===== src/rtl/csr_trap_unit.sv =====
// ============================================================================
// csr_trap_unit
// ----------------------------------------------------------------------------
// Machine-mode CSR file and trap-state sequencer for an RV32 core.
//  - Serves Zicsr RW/RS/RC accesses (read data is combinational, pre-write).
//  - On a trap latches mepc/mcause and stacks mstatus.MIE into MPIE.
//  - Executes MRET (MIE <= MPIE, MPIE <= 1).
//  - Keeps the 64-bit mcycle / minstret counters.
//
// Ports
//  CLK, nRST        clock, asynchronous active-low reset
//  csr_op           00 none, 01 RW, 10 RS, 11 RC
//  csr_addr         12-bit CSR address
//  csr_wdata        rs1/zimm operand
//  csr_rdata        current value of csr_addr (combinational)
//  csr_illegal      unimplemented address or write to a read-only address
//  exception        trap request, with is_interrupt/exception_pc/exception_cause
//  mret             MRET retiring this cycle
//  retire           one instruction retires this cycle
//  mepc_out         current mepc (MRET target)
//  interrupt_en     mstatus.MIE
//  mtvec_mode       mtvec[1:0]
//  mtvec_base       {mtvec[31:2], 2'b00}
// ============================================================================
module csr_trap_unit #(
    parameter logic [31:0] HART_ID     = 32'h0000_0000,
    parameter logic [31:0] RESET_MTVEC = 32'h0000_0000
) (
    input  logic        CLK,
    input  logic        nRST,
    input  logic [1:0]  csr_op,
    input  logic [11:0] csr_addr,
    input  logic [31:0] csr_wdata,
    output logic [31:0] csr_rdata,
    output logic        csr_illegal,
    input  logic        exception,
    input  logic        is_interrupt,
    input  logic [31:0] exception_pc,
    input  logic [31:0] exception_cause,
    input  logic        mret,
    input  logic        retire,
    output logic [31:0] mepc_out,
    output logic        interrupt_en,
    output logic [1:0]  mtvec_mode,
    output logic [31:0] mtvec_base
);

    localparam int unsigned XLEN = 32;
    localparam int unsigned CW   = 64;

    localparam logic [1:0] OP_NONE = 2'b00;
    localparam logic [1:0] OP_RW   = 2'b01;
    localparam logic [1:0] OP_RS   = 2'b10;
    localparam logic [1:0] OP_RC   = 2'b11;

    localparam logic [11:0] ADDR_MSTATUS   = 12'h300;
    localparam logic [11:0] ADDR_MISA      = 12'h301;
    localparam logic [11:0] ADDR_MTVEC     = 12'h305;
    localparam logic [11:0] ADDR_MSCRATCH  = 12'h340;
    localparam logic [11:0] ADDR_MEPC      = 12'h341;
    localparam logic [11:0] ADDR_MCAUSE    = 12'h342;
    localparam logic [11:0] ADDR_MCYCLE    = 12'hB00;
    localparam logic [11:0] ADDR_MINSTRET  = 12'hB02;
    localparam logic [11:0] ADDR_MCYCLEH   = 12'hB80;
    localparam logic [11:0] ADDR_MINSTRETH = 12'hB82;
    localparam logic [11:0] ADDR_MHARTID   = 12'hF14;

    localparam logic [XLEN-1:0] MISA_VAL = 32'h4000_0100;

    // Architectural state
    logic            mie_q;
    logic            mpie_q;
    logic [XLEN-3:0] mtvec_base_q;
    logic [1:0]      mtvec_mode_q;
    logic [XLEN-1:0] mscratch_q;
    logic [XLEN-1:0] mepc_q;
    logic [XLEN-1:0] mcause_q;
    logic [CW-1:0]   mcycle_q;
    logic [CW-1:0]   minstret_q;

    // Access decode
    logic            addr_valid;
    logic            op_writes;
    logic            csr_we;
    logic [XLEN-1:0] wval;
    logic [XLEN-1:0] mstatus_rd;
    logic [CW-1:0]   mcycle_d;
    logic [CW-1:0]   minstret_d;

    // Cause bit 31 is replaced by is_interrupt; PC low bits are forced to zero.
    logic unused_inputs;
    assign unused_inputs = ^{exception_cause[31], exception_pc[1:0]};

    // mstatus view: MPP hardwired to M-mode, only MIE/MPIE stored.
    assign mstatus_rd = {19'b0, 2'b11, 3'b0, mpie_q, 3'b0, mie_q, 3'b0};

    // Read mux and implemented-address decode.
    always_comb begin
        addr_valid = 1'b1;
        csr_rdata  = '0;
        case (csr_addr)
            ADDR_MSTATUS:   csr_rdata = mstatus_rd;
            ADDR_MISA:      csr_rdata = MISA_VAL;
            ADDR_MTVEC:     csr_rdata = {mtvec_base_q, mtvec_mode_q};
            ADDR_MSCRATCH:  csr_rdata = mscratch_q;
            ADDR_MEPC:      csr_rdata = mepc_q;
            ADDR_MCAUSE:    csr_rdata = mcause_q;
            ADDR_MCYCLE:    csr_rdata = mcycle_q[XLEN-1:0];
            ADDR_MCYCLEH:   csr_rdata = mcycle_q[CW-1:XLEN];
            ADDR_MINSTRET:  csr_rdata = minstret_q[XLEN-1:0];
            ADDR_MINSTRETH: csr_rdata = minstret_q[CW-1:XLEN];
            ADDR_MHARTID:   csr_rdata = HART_ID;
            default: begin
                addr_valid = 1'b0;
                csr_rdata  = '0;
            end
        endcase
    end

    // RS/RC with a zero operand is a pure read and never modifies state.
    always_comb begin
        op_writes   = (csr_op == OP_RW) ||
                      ((csr_op != OP_NONE) && (csr_wdata != '0));
        csr_illegal = (csr_op != OP_NONE) &&
                      (!addr_valid || ((csr_addr[11:10] == 2'b11) && op_writes));
        // Trap and MRET both take priority over the CSR write.
        csr_we      = op_writes && !csr_illegal && !exception && !mret;
    end

    // New value for the addressed CSR.
    always_comb begin
        wval = csr_wdata;
        case (csr_op)
            OP_RW:   wval = csr_wdata;
            OP_RS:   wval = csr_rdata | csr_wdata;
            OP_RC:   wval = csr_rdata & ~csr_wdata;
            default: wval = csr_rdata;
        endcase
    end

    // Counter next values: a written half freezes the whole counter that cycle.
    always_comb begin
        mcycle_d   = mcycle_q + CW'(1);
        minstret_d = minstret_q + CW'(retire);
        if (csr_we && (csr_addr == ADDR_MCYCLE)) begin
            mcycle_d = {mcycle_q[CW-1:XLEN], wval};
        end else if (csr_we && (csr_addr == ADDR_MCYCLEH)) begin
            mcycle_d = {wval, mcycle_q[XLEN-1:0]};
        end
        if (csr_we && (csr_addr == ADDR_MINSTRET)) begin
            minstret_d = {minstret_q[CW-1:XLEN], wval};
        end else if (csr_we && (csr_addr == ADDR_MINSTRETH)) begin
            minstret_d = {wval, minstret_q[XLEN-1:0]};
        end
    end

    // Trap / MRET / CSR-write state.
    always_ff @(posedge CLK or negedge nRST) begin
        if (!nRST) begin
            mie_q        <= 1'b0;
            mpie_q       <= 1'b0;
            mtvec_base_q <= RESET_MTVEC[XLEN-1:2];
            mtvec_mode_q <= RESET_MTVEC[1:0];
            mscratch_q   <= '0;
            mepc_q       <= '0;
            mcause_q     <= '0;
        end else begin
            if (exception) begin
                mepc_q   <= {exception_pc[XLEN-1:2], 2'b00};
                mcause_q <= {is_interrupt, exception_cause[XLEN-2:0]};
                mpie_q   <= mie_q;
                mie_q    <= 1'b0;
            end else if (mret) begin
                mie_q    <= mpie_q;
                mpie_q   <= 1'b1;
            end else if (csr_we) begin
                case (csr_addr)
                    ADDR_MSTATUS: begin
                        mie_q  <= wval[3];
                        mpie_q <= wval[7];
                    end
                    ADDR_MTVEC: begin
                        mtvec_base_q <= wval[XLEN-1:2];
                        // WARL: only direct (0) and vectored (1) modes accepted.
                        if (!wval[1]) begin
                            mtvec_mode_q <= wval[1:0];
                        end
                    end
                    ADDR_MSCRATCH: mscratch_q <= wval;
                    ADDR_MEPC:     mepc_q     <= {wval[XLEN-1:2], 2'b00};
                    ADDR_MCAUSE:   mcause_q   <= wval;
                    default: ;
                endcase
            end
        end
    end

    // 64-bit counters.
    always_ff @(posedge CLK or negedge nRST) begin
        if (!nRST) begin
            mcycle_q   <= '0;
            minstret_q <= '0;
        end else begin
            mcycle_q   <= mcycle_d;
            minstret_q <= minstret_d;
        end
    end

    assign mepc_out     = mepc_q;
    assign interrupt_en = mie_q;
    assign mtvec_mode   = mtvec_mode_q;
    assign mtvec_base   = {mtvec_base_q, 2'b00};

endmodule


===== config.mk =====
export PLATFORM = sky130hd
export DESIGN_NAME = csr_trap_unit
export DESIGN_NICKNAME = d
export VERILOG_FILES = /design/src/rtl/csr_trap_unit.sv
export SDC_FILE = /design/constraint.sdc
export NUM_CORES = 1
export LEC_CHECK = 0
export ABC_CLOCK_PERIOD_IN_PS = 13700
export CORE_UTILIZATION = 39
export CTS_CLUSTER_SIZE = 12
export DETAILED_ROUTE_END_ITERATION = 12
export PLACE_DENSITY = 0.62
export SLEW_MARGIN = 25
export SYNTH_ARGS = -nofsm -noshare
export SYNTH_HDL_FRONTEND = slang
export SYNTH_SLANG_ARGS = --single-unit
export TNS_END_PERCENT = 10

===== constraint.sdc =====
create_clock -name CLK -period 13.7 [get_ports CLK]
set_input_delay 4.11 -clock CLK [delete_from_list [all_inputs] [get_ports CLK]]
set_output_delay 4.11 -clock CLK [all_outputs]
set_load 0.01 [all_outputs]

Word level (Yosys, flattened, before mapping)
Cells that the tools add are included.
{"block": "totals", "reg_bits": 257, "in_bits": 116, "out_inout_bits": 100, "word_cells": 90}
{"block": "classes", "addsub": 2, "eq_ne": 18, "mux": 23, "n_bitwise": 6, "n_reduce_logical": 30}
{"cell": "2-to-1 mux 32 bit", "n": 10}
{"cell": "one-hot mux 32 bit (10 select lines)", "n": 1}
{"cell": "2-to-1 mux 64 bit", "n": 2}
{"cell": "one-hot mux 32 bit (3 select lines)", "n": 1}
{"cell": "equality test 12 x 10 -> 1 bit, second input constant", "n": 6}
{"cell": "adder 64 x 1 -> 64 bit", "n": 1}
{"cell": "adder 64 x 1 -> 64 bit, second input constant", "n": 1}
{"cell": "equality test 12 bit, second input constant", "n": 5}
{"cell": "AND 32 bit", "n": 1}
{"cell": "inverter 32 bit", "n": 1}
{"cell": "bitwise OR 32 bit", "n": 1}
{"cell": "nonzero test 32 bit", "n": 1}
{"cell": "OR reduction 11 bit", "n": 1}
{"cell": "logical AND 1 bit", "n": 10}
{"cell": "2-to-1 mux 1 bit", "n": 9}
{"cell": "AND reduction 4 bit", "n": 2}
{"cell": "nonzero test 2 bit", "n": 4}
{"cell": "equality test 2 bit, second input constant", "n": 3}
{"cell": "!= test 2 bit, second input constant", "n": 3}
{"cell": "AND reduction 3 bit", "n": 2}
{"cell": "nonzero test 3 bit", "n": 2}
{"cell": "AND reduction 5 bit", "n": 1}
{"cell": "zero test 1 bit", "n": 4}
{"cell": "inverter 1 bit", "n": 3}
{"cell": "3 further kinds", "n": 4}

Logic depth before layout (Yosys ltp)
{"block": "depth", "word_depth": 13, "depth_mapped": 11, "depth_no_buf": 9}

Least setup slack after synthesis
Ideal clock, no wire load.
{"block": "synth_path", "path_kind": "input-to-output", "startpoint": "input port csr_addr[5]", "endpoint": "output port csr_illegal", "t_arrival_ns": 5.951, "required_time_ns": 9.590, "setup_slack_ns": 3.639, "stages": 8, "n_path_buf": 3, "path_cell_list": "clkbuf_2 or4b_4 nor3_4 buf_2 buf_1 nor3_1 a31oi_1 nor2_1"}
{"block": "synth_between", "elab_chain_len": 6, "word_cells_on_any_way": 16, "cone_classes": "eq/ne: 11; mux: 1; reduce/logical: 4"}
{"item": "from (decl)", "line": "32", "text": "input logic [11:0] csr_addr,"}
{"item": "equality test 12 bit or equality test 12 x 10 -> 1 bit (tied branches)", "line": "101", "text": "case (csr_addr)"}
{"item": "OR reduction 11 bit (no source line) (*)"}
{"item": "2-to-1 mux 1 bit (*)", "line": "101"}
{"item": "zero test 1 bit (*)", "line": "125", "text": "(!addr_valid || ((csr_addr[11:10] == 2'b11) && op_writes));"}
{"item": "logical OR 1 bit (*)", "line": "125"}
{"item": "logical AND 1 bit (*)", "line": "124", "text": "csr_illegal = (csr_op != OP_NONE) &&"}
{"item": "to (decl)", "line": "35", "text": "output logic csr_illegal,"}
Every way passes the cells marked *; elsewhere a longest branch is shown, timed or not.

Worst setup path in the final report
{"block": "layout_path", "startpoint": "input port csr_addr[0]", "endpoint": "output port csr_rdata[23]"}
{"block": "layout_between", "elab_chain_len": 2, "word_cells_on_any_way": 11, "cone_classes": "eq/ne: 10; mux: 1"}
{"item": "equality test 12 bit or equality test 12 x 10 -> 1 bit (tied branches)", "line": "101"}
{"item": "one-hot mux 32 bit (10 select lines) (*)", "line": "101"}
{"item": "to (decl)", "line": "34", "text": "output logic [31:0] csr_rdata,"}
Marks and branches as above.

==> impl_metrics.ini <==
[run_status]
status = finished clean

[sta]
finalClockSkew_ns = 0.0217
maxSlewHeadroom_pct = 23.7
setup_slack_ns = 1.64
setup_tns_ns = 0
setup_viol = 0
worst_slew_pin_slew_ns = 1.14
hold_viol = 0
rsz0062_at_grt = false
min_period_ns = 12.06
max_freq_mhz = 82.9
slew_viol_final = 0
period_share_pct = 88.0

[power]
p_leak_nw = 7.87
max-vdd-ir-drop_mv = 0.0865
p_per_area_nw_per_um2 = 97.4

[logic_synthesis]
avgSynthCellArea_um2 = 8.57
synth-compound-area-share_pct = 29.0
syn-cell-area_um2 = 16500
synth_ff_type = dfrtp_1
synth_fa_ha_area_share_pct = 0.228
ys_ff_latch = 255
synth_mux_area_share_pct = 3.31
ys_async_sr_fraction_pct = 100
netlist_instances = 1920
synth_cell_type_count = 87
yosys.area.top_type = dfrtp_1
ys_warn_count = 0
synthSimpleGateAreaFrac_pct = 21.9
synth_edf_count = 0
yosysTopAreaCellShare_pct = 38.8
synth_top_family_by_area = compound AO/OA/AOI/OAI gates
synth-xor-area-share_pct = 1.81
ys_top_cells_by_area = dfrtp_1, o21ai_0, nand2_1, a22oi_1, nand3_1
ys_seq_area_share_pct = 38.8

[worst_hold_path]
hold_path_class = flop to flop

[run]
drv_cap = 0

[clock_tree]
cts_buffers = 30
clkSinkCount = 255
cts_tree = built
post_cts_resized = 0
ctsHoldBuffers = 0
path_clk_slew_ns = 0.05
h-tree-depth = 1
root_buffer = clkbuf_16
clk_path_buf_depth = 3
post-cts-setup-buffers = 0
clock_latency_ns = 0.59

[global_route]
antenna_found_initial = 0
grt_pass1_vias = 16500
grt_max_degree = 85
grt_pass1_wl_um = 115000
grt_util_all_layers_pct = 36.1
gr-total-overflow = 0

[final_layout]
fin_area_um2 = 20000
fin_util_pct = 48.6
diodes = 0
layout_commonest_cell = dfrtp_1
final_cell_mix = dfrtp_1, o21ai_0, nand2_1, clkdlybuf4s50_1, nand3_1
post_route_cells_drive_above_1_share_pct = 8.89
nNetsFinal = 2177
fill_cells = 3903
areaGrowthSynthToFinish_pct = 21.7

[setup_path]
critPathSlowestCell = clkdlybuf4s50_1
arrival_ns = 7.95
criticalPathCategory = input port to output pin
end_kind = output pin
crit_buf_inv = 2
crit_top_cell = clkdlybuf4s50_1
cpLargestDelayFamily = buffers and inverters
critPathRequiredTime_ns = 9.59
crit_chain = clkdlybuf4s50_1, nor3b_2, and4_1, a221oi_1, o211ai_1, clkdlybuf4s50_1
critPathMaxStageDelay_ns = 0.97
critPathLaunchType = input port
worstPathMaxFanout = 16

[drt]
drtIter0Drc = 2428
drtAntennaViolNets = 0
drt-pass1-iter-count = 6
viasPerCell = 6.83
wl_um = 79500
wl_per_cell_um = 30.4
drc = 0
vias = 17800

[place]
preCtsSetupSlack_ns = 1.81
postPlaceCellArea_um2 = 19000
io_buffer_count = 207
hpwl_um = 56900
gp_congestion = 0.981

[floorplanning]
die-area_um2 = 43000
dieWidth_um = 207
start_util_pct = 40.0
fp.coreArea_um2 = 41200
die_h_um = 207
io_pins = 216
num_rows = 74
[cells in the mapped netlist (24+ instances only)]
| cell type | number |
|---|---|
| nor3_1 | 43 |
| o221ai_1 | 33 |
| o211ai_1 | 24 |
| nand3_1 | 91 |
| a21oi_1 | 81 |
| inv_1 | 26 |
| xnor2_1 | 31 |
| a22oi_1 | 85 |
| dfrtp_1 | 255 |
| o21ai_0 | 227 |
| and3_1 | 39 |
| mux2i_1 | 41 |
| nand2_1 | 214 |
| clkbuf_1 | 84 |
| nor2_1 | 65 |
| a21o_1 | 25 |
| buf_2 | 54 |
| a31oi_1 | 41 |
| o22ai_1 | 38 |
| nand4_1 | 52 |
| nor4_1 | 25 |
[worst register-to-register path: stages, from the launching register on]
cell and delay [ns]:
dfrtp_1 0.54, nand4_1 0.31, nor4_1 0.94, nand3_1 0.34, nor4_2 0.78, a31oi_1 0.18
o21ai_0 0.20, o221ai_1 0.13
[layout make-up]
cell class / instances / area [µm²] / share of cell area [%]
clock inverter: 14 / 155 / 0.775
inverter: 26 / 97.6 / 0.487
clock buffer: 40 / 880 / 4.39
timing repair buffer: 264 / 2490 / 12.4
multi-input combinational: 1481 / 9360 / 46.7
tap: 532 / 666 / 3.32
sequential: 255 / 6380 / 31.9
[sequential cells by signal, summed over array words and instances, names as in the netlist]
register      cells
mscratch_q       32
mtvec_mode        1
mpie_q            1
interrupt_en      1
mepc_out         30
mtvec_base_q     30
minstret_q       64
mcycle_q         64
mcause_q         32
[where the power goes]
part	internal, mW	total, mW	switching (mW)
combinational	0.103	0.262	0.159
clock	0.503	0.852	0.348
sequential	0.788	0.837	0.0493
total	1.39	1.95	0.557
[layer usage]
metal | global-route usage (%) | share of wire, % | vias to the layer above | routed length [µm]
li1 | - | - | 7658 | -
met1 | 48.1 | 40 | 8644 | 31500
met2 | 54.2 | 43 | 1257 | 34000
met3 | 6.64 | 10 | 271 | 8140
met4 | 22.9 | 7.4 | 0 | 5870
met5 | 0 | 0 | - | 0
[cells by family after synthesis]
family / Yosys count
compound gates: 720
simple gates: 666
flops: 255
buf+inv: 188
mux: 53
xor+xnor: 34
fa+ha+maj: 3
other cells: 1
[per-stage QoR]
| step | std cells | hold WS, ns | power (mW) |
|---|---|---|---|
| after global routing | 2612 | 0.513 | 2.01 |
| after detailed placement | 2558 | 0.469 | 1.11 |
| final | 2612 | 0.479 | 1.95 |
| after global placement | 2558 | 0.461 | 1.10 |
| after CTS | 2612 | 0.483 | 1.95 |
| after floorplan | 1924 | 0.446 | 0.953 |
[worst paths after layout]
path / from / endpoint / slack [ns] / cells after the start
hold reg to reg: mscratch_q[20] / mscratch_q[20] / 0.48 / 2
setup / recovery: csr_addr[0] / csr_rdata[23] / 1.64 / 6
min in group asynchronous: nRST / mcycle_q[55] / 3.51 / 1
hold / removal: mscratch_q[20] / mscratch_q[20] / 0.48 / 2
max in group asynchronous: nRST / minstret_q[49] / 7.97 / 3
setup reg to reg: mcycle_q[15] / mcycle_q[54] / 10.13 / 7
Note: power is estimated with default switching activity, not from simulation.
